[src/rtl/lsu_mem_ctrl.sv]
// Load/store unit: turns one decoded load/store into a single word-aligned req/ack bus
// transaction with byte enables, extends load data, and stalls the core until it finishes.
module lsu_mem_ctrl #(
  parameter int TIMEOUT_CYCLES = 255
) (
  input  logic        clk,
  input  logic        rst_n,
  input  logic        rd_en,
  input  logic        wr_en,
  input  logic [2:0]  mem_acc_mode,
  input  logic [31:0] addr,
  input  logic [31:0] wdata,
  output logic [31:0] rdata,
  output logic        stall,
  output logic        err,
  output logic        bus_req,
  output logic        bus_we,
  output logic [31:0] bus_addr,
  output logic [3:0]  bus_be,
  output logic [31:0] bus_wdata,
  input  logic        bus_ack,
  input  logic [31:0] bus_rdata
);

  typedef enum logic [1:0] {IDLE, BUSY, DONE} state_t;

  localparam int TW = (TIMEOUT_CYCLES > 1) ? $clog2(TIMEOUT_CYCLES) : 1;
  localparam logic [TW-1:0] TIMER_LAST = TW'(TIMEOUT_CYCLES - 1);

  localparam logic [2:0] MODE_B  = 3'b000;
  localparam logic [2:0] MODE_H  = 3'b001;
  localparam logic [2:0] MODE_W  = 3'b010;
  localparam logic [2:0] MODE_BU = 3'b011;
  localparam logic [2:0] MODE_HU = 3'b100;

  state_t        state;
  logic [TW-1:0] timer;
  logic          is_load;
  logic [2:0]    mode_q;
  logic [1:0]    off_q;

  logic          req;
  logic          illegal;
  logic [3:0]    be_next;
  logic [31:0]   wdata_next;
  logic [31:0]   lane;
  logic [31:0]   load_data;

  assign req = rd_en | wr_en;

  always_comb begin
    illegal = 1'b0;
    if (rd_en && wr_en) illegal = 1'b1;
    case (mem_acc_mode)
      MODE_B, MODE_BU: ;
      MODE_H, MODE_HU: if (addr[0]) illegal = 1'b1;
      MODE_W:          if (addr[1:0] != 2'b00) illegal = 1'b1;
      default:         illegal = 1'b1;
    endcase
    // Unsigned variants exist only for loads
    if (wr_en && (mem_acc_mode == MODE_BU || mem_acc_mode == MODE_HU)) illegal = 1'b1;
  end

  always_comb begin
    be_next    = 4'b1111;
    wdata_next = wdata;
    case (mem_acc_mode)
      MODE_B, MODE_BU: begin
        be_next    = 4'b0001 << addr[1:0];
        wdata_next = {4{wdata[7:0]}};
      end
      MODE_H, MODE_HU: begin
        be_next    = 4'b0011 << {addr[1], 1'b0};
        wdata_next = {2{wdata[15:0]}};
      end
      default: ;
    endcase
  end

  always_comb begin
    lane = bus_rdata >> {off_q, 3'b000};
    case (mode_q)
      MODE_B:  load_data = {{24{lane[7]}}, lane[7:0]};
      MODE_H:  load_data = {{16{lane[15]}}, lane[15:0]};
      MODE_BU: load_data = {24'd0, lane[7:0]};
      MODE_HU: load_data = {16'd0, lane[15:0]};
      default: load_data = lane;
    endcase
  end

  // Gated by rst_n so a reset during BUSY releases the pipeline immediately
  assign stall = rst_n && ((state == IDLE && req && !illegal) || state == BUSY);

  always_ff @(posedge clk or negedge rst_n) begin
    if (!rst_n) begin
      state     <= IDLE;
      timer     <= '0;
      is_load   <= 1'b0;
      mode_q    <= 3'b000;
      off_q     <= 2'b00;
      rdata     <= 32'd0;
      err       <= 1'b0;
      bus_req   <= 1'b0;
      bus_we    <= 1'b0;
      bus_addr  <= 32'd0;
      bus_be    <= 4'b0000;
      bus_wdata <= 32'd0;
    end else begin
      err <= 1'b0;
      case (state)
        IDLE: begin
          if (req) begin
            if (illegal) begin
              err <= 1'b1;
            end else begin
              bus_req   <= 1'b1;
              bus_we    <= wr_en;
              bus_addr  <= {addr[31:2], 2'b00};
              bus_be    <= be_next;
              bus_wdata <= wdata_next;
              is_load   <= rd_en;
              mode_q    <= mem_acc_mode;
              off_q     <= addr[1:0];
              timer     <= '0;
              state     <= BUSY;
            end
          end
        end
        BUSY: begin
          // An ack arriving in the last allowed cycle still completes normally
          if (bus_ack) begin
            bus_req <= 1'b0;
            if (is_load) rdata <= load_data;
            state   <= DONE;
          end else if (timer == TIMER_LAST) begin
            bus_req <= 1'b0;
            if (is_load) rdata <= 32'd0;
            err     <= 1'b1;
            state   <= DONE;
          end else begin
            timer <= timer + TW'(1);
          end
        end
        DONE: state <= IDLE;
        default: state <= IDLE;
      endcase
    end
  end

endmodule

[config.mk]
export PLATFORM = sky130hd
export DESIGN_NAME = lsu_mem_ctrl
export DESIGN_NICKNAME = d
export VERILOG_FILES = /design/src/rtl/lsu_mem_ctrl.sv
export SDC_FILE = /design/constraint.sdc
export NUM_CORES = 1
export LEC_CHECK = 0
export BUFFER_PORTS_ARGS = -buffer_cell sky130_fd_sc_hd__buf_2
export CAP_MARGIN = 20
export CORE_MARGIN = 2
export CORE_UTILIZATION = 54
export DETAILED_ROUTE_END_ITERATION = 10
export GPL_TIMING_DRIVEN = 0
export PLACE_DENSITY_LB_ADDON = 0.15
export RECOVER_POWER = 50
export REMOVE_ABC_BUFFERS = 1
export SLEW_MARGIN = 20
export SYNTH_ARGS = -nofsm -noshare
export SYNTH_HDL_FRONTEND = slang
export SYNTH_SLANG_ARGS = --single-unit
[constraint.sdc]
create_clock -name clk -period 4.9 [get_ports clk]
set_clock_uncertainty 0.05 [all_clocks]
set_input_delay 0.735 -clock clk [delete_from_list [all_inputs] [get_ports clk]]
set_output_delay 0.735 -clock clk [all_outputs]
set_load 0.005 [all_outputs]
# Word level (Yosys, flattened, before mapping)

Index checks and enable logic that the tools add are counted.

Flip-flop bits (word level): 117
Logic and storage cells: 85
Input port bits: 104

Add/subtract/negate cells: 1
Bitwise gates (word level): 2
Reductions and logical operators: 21
Mux-type cells: 32
Shift-type cells: 3
Eq/ne operators: 14

Operators by type and width:

| cell                | count |
|---|---|
| $mux 32             | 4 |
| $pmux 32 s4         | 1 |
| $pmux 32 s2         | 1 |
| $mux 8              | 4 |
| $shr 32x5->32       | 1 |
| $pmux 8 s2          | 1 |
| $mux 1              | 12 |
| $eq 3x2->1 const B  | 3 |
| $reduce_and 3->1    | 3 |
| $add 8x1->8 const B | 1 |
| $eq 8x8->1 const B  | 1 |
| $mux 2              | 4 |
| $ne 2x2->1 const B  | 4 |
| $pmux 4 s2          | 1 |
| $eq 3x1->1 const B  | 2 |
| $eq 3x3->1 const B  | 2 |
| $logic_not 3->1     | 2 |
| $reduce_bool 2->1   | 3 |
| $logic_and 1x1->1   | 5 |
| $reduce_and 5->1    | 1 |
| $pmux 1 s2          | 2 |
| $pmux 2 s2          | 1 |
| $reduce_and 4->1    | 1 |
| $reduce_or 2->1     | 2 |
| other kinds (10)    | 11 |

# Longest topological paths before layout

Depth after elaboration: 9
Gate-level depth with buffers: 9
Gate-level depth less buffers: 8

# Least setup slack after synthesis

Ideal clock, no wire load.

Path type: input to output
Start point: input mem_acc_mode[2]
End point: output stall
Stages on the path: 7
Setup slack: 2,164 ps
Data required time: 4,115 ps
Arrival: 1,951 ps
Buffers on the path: 3
Path through: buf_6 -> or3_1 -> a21oi_1 -> o211a_1 -> buf_6 -> buf_6 -> o21a_1

Cells in the longest elaborated chain, start to end: 8
Elaborated cells between the ends (all ways): 15
Classes of those cells: 4 x eq/ne; 2 x mux; 9 x reduce/logical

Ends and longest elaborated chain:

| element                                                    | RTL line | text |
|---|---|---|
| start, declared                                            | 10       | `input logic [2:0] mem_acc_mode,` |
| $eq 3x3->1, or another cell as far along                   | 54, 61   |  |
| $reduce_or 2->1 / $logic_or 1x1->1 (equally long branches) | 54, 61   |  |
| $pmux 1 s3 / $logic_and 1x1->1 (equally long branches)     | 54, 61   |  |
| $mux 1 *                                                   | 61       | `if (wr_en && (mem_acc_mode == MODE_BU \|\| mem_acc_mode == MODE_HU)) illegal = 1'b1;` |
| $logic_not 1->1 *                                          | 92       | `assign stall = rst_n && ((state == IDLE && req && !illegal) \|\| state == BUSY);` |
| $logic_and 1x1->1 *                                        | 92       |  |
| $logic_or 1x1->1 *                                         | 92       |  |
| $logic_and 1x1->1 *                                        | 92       |  |
| end, declared                                              | 14       | `output logic stall,` |

Every way passes the cells marked *; elsewhere a longest branch is shown, timed or not.

# Final worst setup path

Start point: input mem_acc_mode[1]
End point: output stall

The elaborated chain is that of the path after synthesis.

==> impl_metrics.ini <==
[clock_tree]
clk_pin_slew_worst_paths_ns = 0.06
cts_resized = 0
cts_max_level = 4
postCtsSetupBuffers = 0
numCtsBuffers = 17
clockBufferDepth = 2
clock_sinks = 117
cts_tree = built
root_buffer = clkbuf_8
worstSkewPairLatency_ns = 0.52
postCtsHoldBufs = 0

[synth]
synth.most_common_cell = dfrtp_1
synth.avg_cell_area_um2 = 11.0
synth_cell_types = 46
yosys-top-cells-area = dfrtp_1, mux2_4, mux2i_1, nand2_1, o21ai_0
synth_area_um2 = 5960
yosysSeqAreaShare_pct = 49.1
synth_area_leader_cell = dfrtp_1
ys.flop_type = dfrtp_1
synth.top_cells.by_count = dfrtp_1, nand2_1, o21ai_0, mux2_4
netlist.area_leader.share_pct = 49.1
ys_ff_latch = 117
synth_edf_count = 0
synthCells = 542
yosys_warnings = 0
async_reset_ff_share_pct = 100

[floorplanning]
fp.dieArea_um2 = 11900
core_area_um2 = 10800
io_pins = 208
die_height_um = 109
start_util_pct = 55.3
placementRows = 38
die_w_um = 109

[cells_and_area]
drive_above_1_share_pct = 35.5
fillers = 844
postLayoutCellArea_um2 = 7570
fin_util_pct = 70.1
antenna_cells = 0
nNetsFinal = 839
area_delta_synth_final_pct = 26.9

[global_route]
use_met2_pct = 41.4
grt.total_usage_pct = 25.7
busiest_layer = met2
grt_pass1_wl_um = 23500
met1_usage_pct = 32.0
gr-usage-met3_pct = 7.89
grt_pass1_vias = 4857
grt.overflow.total = 0
antenna_found_initial = 0
grt_start_max_net_pins = 71

[setup_path]
worstSetupEndpointType = output pin
cp_data_arrival_time_ns = 2.93
critPathLaunchType = input port
ff2ff_path_depth = 5
worstPathRequired_ns = 4.12
crit_fanout = 54
r2r_end = rdata[12]
cp-startpoint = mem_acc_mode[1]
crit_type = in -> out
regToRegSetupSlack_ns = 2.36
critPathCapture = stall
r2r-start = off_q[0]

[place]
port_buffers = 205
dp_hpwl_um = 10500
place_area_um2 = 6960
gp_congestion = 0.791

[sta]
finalCriticalPeriod_ns = 3.71
fmax_mhz = 269
slew_violations = 0
hold_viol_final = 0
worst_slew_pin_slew_ns = 1.05
min_period_over_period_pct = 75.8
slew_headroom_pct = 29.6
setup_violations = 0
rsz0062_at_grt = no

[flow_run]
drv_cap = 0

[detailed_routing]
drtIter0Drc = 333
ant_nets = 0
drt-total-wl_um = 15100
num_vias = 4977
via_per_inst = 5.62
drtPass1Iterations = 4
wl_per_cell_um = 17.0
drc = 0

[min_path]
min_path_type = in -> async

[run_status]
status = complete, no violations

[power_and_ir_drop]
leakage_nw = 3.60
p_per_area_nw_per_um2 = 628
ir_drop_mv = 0.334
[kinds of logic (layout without fill, tap and decap cells)]
family	after synthesis	after routing	synth area share [%]
flops	117	117	49.1
compound gates	155	155	16.5
simple gates	134	134	10.4
fa+ha+maj	2	2	0.420
mux	84	84	17.8
buf+inv	49	252	5.71
other cells	1	2	0.0629
[power breakdown]
| group | internal, mW | total [mW] | switching, mW |
|---|---|---|---|
| registers | 1.41 | 1.78 | 0.364 |
| clock network | 0.891 | 1.33 | 0.441 |
| logic | 0.875 | 1.64 | 0.767 |
[flip-flops by register name, summed over array words and instances (netlist names)]
signal     count
rdata         32
timer          8
bus_be         4
is_load        1
err            1
bus_we         1
bus_wdata     32
bus_req        1
mode_q         3
bus_addr      30
state          2
off_q          2
[how the worst min path moves through the flow]
stage                    from            to  slack (ns)  depth (start not counted)
floorplan               rst_n  bus_addr[10]        0.39                          0
global placement    rdata[27]     rdata[27]        0.41                          2
detailed placement  rdata[25]     rdata[25]        0.42                          2
CTS                     rst_n      timer[4]        0.09                          1
global route            rst_n      timer[4]        0.11                          1
finish                  rst_n      timer[4]        0.09                          1
[critical path, stage by stage]
cell	delay, ns
buf_2	0.28
nor2_1	0.87
a31oi_1	0.25
o211a_4	0.41
o21a_1	0.25
buf_2	0.12
[layout by cell type, fill, tap and decap left out, drive strengths merged, types with 2 or more instances in the layout]
| cell type | n |
|---|---|
| o21a | 11 |
| nand2b | 4 |
| inv | 11 |
| clkinvlp | 2 |
| clkbuf | 45 |
| a22o | 9 |
| mux2 | 48 |
| nor3 | 5 |
| a21oi | 34 |
| o2bb2ai | 2 |
| ha | 2 |
| o21ai | 42 |
| dfrtp | 117 |
| or3 | 2 |
| nand2 | 57 |
| a21boi | 2 |
| a211oi | 2 |
| and2 | 3 |
| a32o | 7 |
| nor4b | 8 |
| a211o | 7 |
| and3 | 2 |
| o22ai | 3 |
| conb | 2 |
| a21o | 3 |
| bufinv | 5 |
| nor2 | 35 |
| nor2b | 11 |
| a31oi | 27 |
| buf | 185 |
| clkinv | 4 |
| nand3 | 4 |
| mux2i | 35 |
[metrics by stage]
step | setup TNS, ns | total power [mW] | instances | worst slack (ns) | hold WS (ns)
global placement | -20.74 | 3.38 | 849 | -0.798 | 0.410
finish | 0 | 4.75 | 886 | 1.19 | 0.0893
global route | 0 | 5.05 | 886 | 1.04 | 0.107
CTS | 0 | 4.81 | 886 | 1.21 | 0.0878
floorplan | 0 | 2.71 | 504 | 0.388 | 0.389
detailed placement | 0 | 3.45 | 854 | 1.23 | 0.417
[routing by layer]
layer | routed length [um] | share of wire, %
met5 | 0 | 0
met4 | 300 | 2.0
met3 | 988 | 6.6
met2 | 7510 | 50
met1 | 6280 | 42
[cell type report]
cell class              count  area, um^2  area share (%)
well taps                 140         175            2.31
inverters                  10        37.5           0.496
clock buffers              20         435            5.75
multi-input cells         377        2710            35.8
flip-flops and latches    117        2930            38.7
repair buffers            210        1080            14.3
clock inverters            12         201            2.66
No activity file was read; power rests on OpenSTA's default activity.
